**src/rtl/ua_receiver.sv**
```systemverilog
// UART 8N1 receiver: oversampled start/data/stop recovery with a valid/ack byte handshake.
// Optional UA_RX_MAJORITY_EN: 2-of-3 majority vote around every sample point.
module ua_receiver #(
  parameter int unsigned OVERSAMPLE  = 16,
  parameter int unsigned SYNC_STAGES = 2
) (
  input  logic       clk,
  input  logic       rst,
  input  logic       enable,
  input  logic       ser_in,
  output logic [7:0] dout_byte,
  output logic       dout_valid,
  input  logic       dout_ack,
  output logic       frame_err,
  output logic       overrun,
  output logic       rx_busy
);

`ifdef UA_RX_MAJORITY_EN
  // Decision moves to the last vote tick; reloading to 1 keeps the bit period at OVERSAMPLE.
  localparam int unsigned TICK_W   = $clog2(OVERSAMPLE + 1);
  localparam int unsigned START_PT = OVERSAMPLE / 2;
  localparam int unsigned BIT_PT   = OVERSAMPLE;
  localparam int unsigned RELOAD   = 1;
`else
  localparam int unsigned TICK_W   = $clog2(OVERSAMPLE);
  localparam int unsigned START_PT = OVERSAMPLE / 2 - 1;
  localparam int unsigned BIT_PT   = OVERSAMPLE - 1;
  localparam int unsigned RELOAD   = 0;
`endif

  typedef enum logic [1:0] {IDLE, START, DATA, STOP} state_e;

  state_e                 state_q, state_d;
  logic [SYNC_STAGES-1:0] sync_q, sync_d;
  logic [TICK_W-1:0]      tick_q, tick_d;
  logic [2:0]             bit_q, bit_d;
  logic [7:0]             shift_q, shift_d;
  logic [7:0]             dout_byte_q, dout_byte_d;
  logic                   dout_valid_q, dout_valid_d;
  logic                   frame_err_q, frame_err_d;
  logic                   overrun_q, overrun_d;
  logic                   rx_busy_q, rx_busy_d;
  logic                   byte_done;
  logic                   rx_s;
  logic                   rx_sample;
  logic [TICK_W-1:0]      sample_pt;
  logic                   at_pt;

  assign rx_s      = sync_q[SYNC_STAGES-1];
  assign sample_pt = (state_q == START) ? TICK_W'(START_PT) : TICK_W'(BIT_PT);
  assign at_pt     = (tick_q == sample_pt);

`ifdef UA_RX_MAJORITY_EN
  logic [1:0] maj_q, maj_d;

  // Collect the two samples preceding the decision tick.
  always_comb begin
    maj_d = maj_q;
    if (enable && ((tick_q == sample_pt - TICK_W'(2)) || (tick_q == sample_pt - TICK_W'(1))))
      maj_d = {maj_q[0], rx_s};
  end

  assign rx_sample = (maj_q[1] & maj_q[0]) | (maj_q[1] & rx_s) | (maj_q[0] & rx_s);

  always_ff @(posedge clk) begin
    if (rst) maj_q <= 2'b11;
    else     maj_q <= maj_d;
  end
`else
  assign rx_sample = rx_s;
`endif

  always_comb begin
    sync_d       = {sync_q[SYNC_STAGES-2:0], ser_in};
    state_d      = state_q;
    tick_d       = tick_q;
    bit_d        = bit_q;
    shift_d      = shift_q;
    dout_byte_d  = dout_byte_q;
    dout_valid_d = dout_valid_q;
    overrun_d    = overrun_q;
    frame_err_d  = 1'b0;
    byte_done    = 1'b0;

    if (dout_valid_q && dout_ack) begin
      dout_valid_d = 1'b0;
      overrun_d    = 1'b0;
    end

    if (enable) begin
      case (state_q)
        IDLE: begin
          if (!rx_s) begin
            state_d = START;
            tick_d  = '0;
          end
        end
        START: begin
          if (at_pt) begin
            tick_d = '0;
            if (!rx_sample) begin
              state_d = DATA;
              tick_d  = TICK_W'(RELOAD);
              bit_d   = 3'd0;
            end else begin
              state_d = IDLE;
            end
          end else begin
            tick_d = tick_q + TICK_W'(1);
          end
        end
        DATA: begin
          if (at_pt) begin
            shift_d = {rx_sample, shift_q[7:1]};
            tick_d  = TICK_W'(RELOAD);
            bit_d   = bit_q + 3'd1;
            if (bit_q == 3'd7) state_d = STOP;
          end else begin
            tick_d = tick_q + TICK_W'(1);
          end
        end
        STOP: begin
          if (at_pt) begin
            state_d = IDLE;
            tick_d  = '0;
            if (rx_sample) byte_done   = 1'b1;
            else           frame_err_d = 1'b1;
          end else begin
            tick_d = tick_q + TICK_W'(1);
          end
        end
        default: state_d = IDLE;
      endcase
    end

    // A completing byte beats a same-cycle ack; only an unacked pending byte is an overrun.
    if (byte_done) begin
      dout_byte_d  = shift_q;
      dout_valid_d = 1'b1;
      if (dout_valid_q && !dout_ack) overrun_d = 1'b1;
    end

    rx_busy_d = (state_d != IDLE);
  end

  always_ff @(posedge clk) begin
    if (rst) begin
      state_q      <= IDLE;
      sync_q       <= '1;
      tick_q       <= '0;
      bit_q        <= 3'd0;
      shift_q      <= 8'h00;
      dout_byte_q  <= 8'h00;
      dout_valid_q <= 1'b0;
      frame_err_q  <= 1'b0;
      overrun_q    <= 1'b0;
      rx_busy_q    <= 1'b0;
    end else begin
      state_q      <= state_d;
      sync_q       <= sync_d;
      tick_q       <= tick_d;
      bit_q        <= bit_d;
      shift_q      <= shift_d;
      dout_byte_q  <= dout_byte_d;
      dout_valid_q <= dout_valid_d;
      frame_err_q  <= frame_err_d;
      overrun_q    <= overrun_d;
      rx_busy_q    <= rx_busy_d;
    end
  end

  assign dout_byte  = dout_byte_q;
  assign dout_valid = dout_valid_q;
  assign frame_err  = frame_err_q;
  assign overrun    = overrun_q;
  assign rx_busy    = rx_busy_q;

endmodule

```
**config.mk**
```make
export PLATFORM = sky130hd
export DESIGN_NAME = ua_receiver
export DESIGN_NICKNAME = d
export VERILOG_FILES = /design/src/rtl/ua_receiver.sv
export SDC_FILE = /design/constraint.sdc
export NUM_CORES = 1
export LEC_CHECK = 0
export CAP_MARGIN = 10
export CORE_MARGIN = 4
export CORE_UTILIZATION = 35
export CTS_CLUSTER_SIZE = 12
export DETAILED_ROUTE_END_ITERATION = 10
export PLACE_DENSITY = 0.55
export SLEW_MARGIN = 10
export SYNTH_ARGS = -nofsm -noshare
export SYNTH_HDL_FRONTEND = slang
export SYNTH_SLANG_ARGS = --single-unit
```
**constraint.sdc**
```tcl
create_clock -name clk -period 3.48 [get_ports clk]
set_input_delay 0.696 -clock clk [delete_from_list [all_inputs] [get_ports clk]]
set_output_delay 0.696 -clock clk [all_outputs]
set_load 0.05 [all_outputs]
```
### Yosys cells after proc, flatten, opt, wreduce, memory -nomap -nowiden

Cells that the tools add are included.

* add/subtract/negate cells: 2
* eq/ne operators: 9
* mux-type cells: 26
* bitwise operators: 3
* reductions and logical operators: 12

Operators with widths (count)
* $mux 2: 7
* $mux 4: 3
* $mux 1: 10
* $mux 3: 3
* $ne 2x2->1 const B: 4
* $pmux 2 s4: 1
* $pmux 4 s2: 1
* $pmux 3 s2: 1
* $reduce_bool 2->1: 3
* $reduce_and 5->1: 1
* $add 4x1->4 const B: 1
* $eq 2x2->1 const B: 2
* $eq 4x4->1: 1
* $reduce_or 4->1: 1
* $add 3x1->3 const B: 1
* $eq 3x3->1 const B: 1
* $not 1->1: 3
* $reduce_and 3->1: 1
* $reduce_or 3->1: 1
* $eq 2x1->1 const B: 1
* $logic_and 1x1->1: 2
* $logic_not 2->1: 1
* $reduce_and 2->1: 1
* $logic_not 1->1: 1

* register bits: 31
* input bits: 5
* output and inout bits: 12
* logic and storage cells: 62

### Logic depth before layout (Yosys ltp)

* word-level depth: 7
* gate-level depth with buffers: 7
* gate-level depth less buffers: 5

### Worst setup path before layout

OpenSTA, ideal clock, no wires.

* path kind: input -> register
* start point: input port enable
* end point: register with a tool-made name
* setup time: 0.148 ns
* data arrival time: 1.492 ns
* data required time: 3.332 ns
* path slack: 1.840 ns
* stages on the path: 6
* buffers on the path: 2
* cell sequence: and2_1 > buf_6 > and4_1 > buf_6 > a21oi_1 > a211oi_2

RTL lines
* start, declared: RTL line 9 `input logic enable,`

### Worst setup path in the final report

* start point: input port enable
* end point: register dout_byte_q[2] (netlist: dout_byte[2])

* cells in the longest elaborated chain, start to end: 1

Ends and longest elaborated chain
* $mux 1: RTL line 91 `if (enable) begin`
* end signal, assigned: RTL line 165 `dout_byte_q <= dout_byte_d;`
* end, declared: RTL line 39 `logic [7:0] dout_byte_q, dout_byte_d;`

No other way between the ends.
A chain may end at the register's enable or synchronous reset.

==> qor.csv <==
metric,value,unit
grt_antenna_before_repair,0,
start_util,37.3,%
crit_type,input port to flop,
clockBufferDepth,2,
hold_path.class,flop to flop,
drv_cap,0,
peakVddDrop,0.000187,V
rsz0062_at_grt,no,
fmax,431,MHz
num_antenna_cells,0,
cp_top_family,simple AND/OR/NAND/NOR gates,
nets,162,
die_area,4700,um^2
wl_per_cell,12.1,um
antenna_left,0,
p_comb_share,2.8,%
synth.cell_area,1280,um^2
met2_usage,19.8,%
fin_hold_ws,0.407,ns
wirelength,2.42,mm
ys_seq_elements,31,
yosysSeqAreaShare,48.3,%
clk_latency,0.28,ns
period_minus_slack,2.32,ns
path_max_fanout,10,
synth_top_cell_by_area,dfxtp_1,
viasPerCell,5.02,
pwr-share-seq,48.5,%
layout-drive-gt1-share,9.03,%
root_buffer,clkbuf_8,
io_buffers,16,
routed-via-count,1009,
arrival,2.49,ns
drv_slew,0,
avgSynthCellArea,9.10,um^2
die_y,68.6,um
worst-path-buf-inv,1,
postCtsHoldBufs,0,
end_kind,flop,
worst-path-stages,5,
path_cells,"clkdlybuf4s50_1, and2_1, and4_1, mux2i_1, nor2_1",
p_int,0.597,mW
cts_tree,done,
slew_headroom,64.2,%
yosysWarnings,0,
p_clk_share,48.7,%
dpl_cell_area,1440,um^2
core_area,3440,um^2
drtPass1Iterations,4,
skew,0.00529,ns
grt_use_met1,13.8,%
grt_overflow_total,0,
dp.cells,193,
p_switching,0.144,mW
pre_cts_ws,0.874,ns
crit_slowest_cell,and4_1,
syn_nets,149,
dp_hpwl,1.61,mm
p_leak,0.538,nW
final_cells,201,
grt_max_degree,20,
startpoint_type,input port,
track_usage,12.5,%
timing.final.crit_share,66.7,%
fin_setup_tns,0,ns
final_common_cell,dfxtp_1,
use_met3,4.86,%
status,"finished, final reports clean",
mostFrequentLayoutCells,"31 x dfxtp_1, 20 x nand2_1, 16 x clkdlybuf4s50_1, 15 x a21oi_1, 13 x nor2_1",
p_sw_share,19.4,%
busiest_layer,met2,
rows,21,
cts_resized,0,
ctsHtreeMaxLevel,2,
cts_setup_buffers,0,
setup_viol,0,
die_w,68.6,um
final_hold_viol_count,0,
hold_path_depth,1,
cts_sinks,31,
worst_pin_slew,0.536,ns
final_cell_area,1550,um^2
grt_pass1_vias,973,
finalWeightedCongestion,0.795,
yosysTopAreaCellShare,48.3,%
crit_required,3.65,ns
drc_errors,0,
synthDistinctLibCells,34,
max_stage_delay,0.59,ns
syn_inst,141,
r2r_cells,5,
grt_pass1_wl,4.26,mm
fin_ws,1.16,ns
ios,17,
synth_area_leaders,"dfxtp_1 48%, mux2i_1 7.0%, a21oi_1 5.8%",
dr.first_iter.drc_count,50,
areaGrowthSynthToFinish,21.1,%
numCtsBuffers,5,
clkTransAtPathRegs,0.07,ns
p_per_area,477,nW/um^2
==> layout make-up <==
type                            count  area (um^2)
Multi-Input combinational cell     96          579
Timing Repair Buffer               17          168
Sequential cell                    31          621
Clock inverter                      2         35.0
Clock buffer                        6         82.6
Tap cell                           46         57.6
Inverter                            3         11.3
Fill cell                         344         1890
==> sequential cells by signal, summed over array words and instances, names as in the netlist, named ones only <==
signal	cells
shift_q	8
rx_busy	1
state_q	2
bit_q	3
sync_q	2
dout_valid	1
dout_byte	8
frame_err	1
tick_q	4
==> logic make-up after synthesis <==
family | Yosys count | synth area share, %
simple gates | 53 | 19.4
fa+ha+maj | 3 | 2.92
xor+xnor | 1 | 0.682
compound gates | 30 | 15.1
flops | 31 | 48.3
mux | 9 | 7.02
buf+inv | 14 | 6.53
==> synth_stat cells, drive strengths merged <==
library cell  count
a21oi            15
or2               3
dfxtp            31
mux2i             9
ha                3
a211oi            3
a31o              1
and4              2
buf               8
a41oi             1
and3              1
o211ai            1
nor2             13
nor2b             1
a41o              1
o31a              1
and2              2
a31oi             2
nand2b            1
clkbuf            3
nor3              1
nand3             5
o31ai             1
inv               3
nand4             4
nand2            20
a311oi            2
o21ai             2
xnor2             1
==> power groups by stage <==
stage | logic (mW) | registers (mW) | clock network (mW)
2_1_floorplan | 0.0108 | 0.368 | 0
3_3_place_gp | 0.0204 | 0.367 | 0
3_5_place_dp | 0.0205 | 0.368 | 0
4_1_cts | 0.0207 | 0.360 | 0.372
5_1_grt | 0.0226 | 0.360 | 0.389
6_report | 0.0205 | 0.360 | 0.361
==> stage by stage <==
stage / util, % / power (mW)
2_1_floorplan: - / 0.378
3_3_place_gp: 41.7 / 0.388
3_5_place_dp: 41.7 / 0.388
4_1_cts: 45.1 / 0.752
5_1_grt: 45.1 / 0.772
6_report: 45.1 / 0.741
==> routing by layer <==
metal	routed length [um]	vias to the layer above
li1	-	516
met3	119	10
met2	1110	25
met4	80	0
met5	0	-
met1	1120	458
==> worst register-to-register path, stage by stage (launching register included) <==
cell,delay [ns]
dfxtp_1,0.40
ha_1,0.27
and2_1,0.32
and4_1,0.59
mux2i_1,0.25
nor2_1,0.05
==> path summary, 6_finish.rpt <==
path / from / to / slack (ns)
hold reg to reg: sync_q[0] / sync_q[1] / 0.41
hold / removal: sync_q[0] / sync_q[1] / 0.41
setup reg to reg: tick_q[0] / dout_byte[2] / 1.49
setup / recovery: enable / dout_byte[2] / 1.16
No activity file was read; power rests on OpenSTA's default activity.
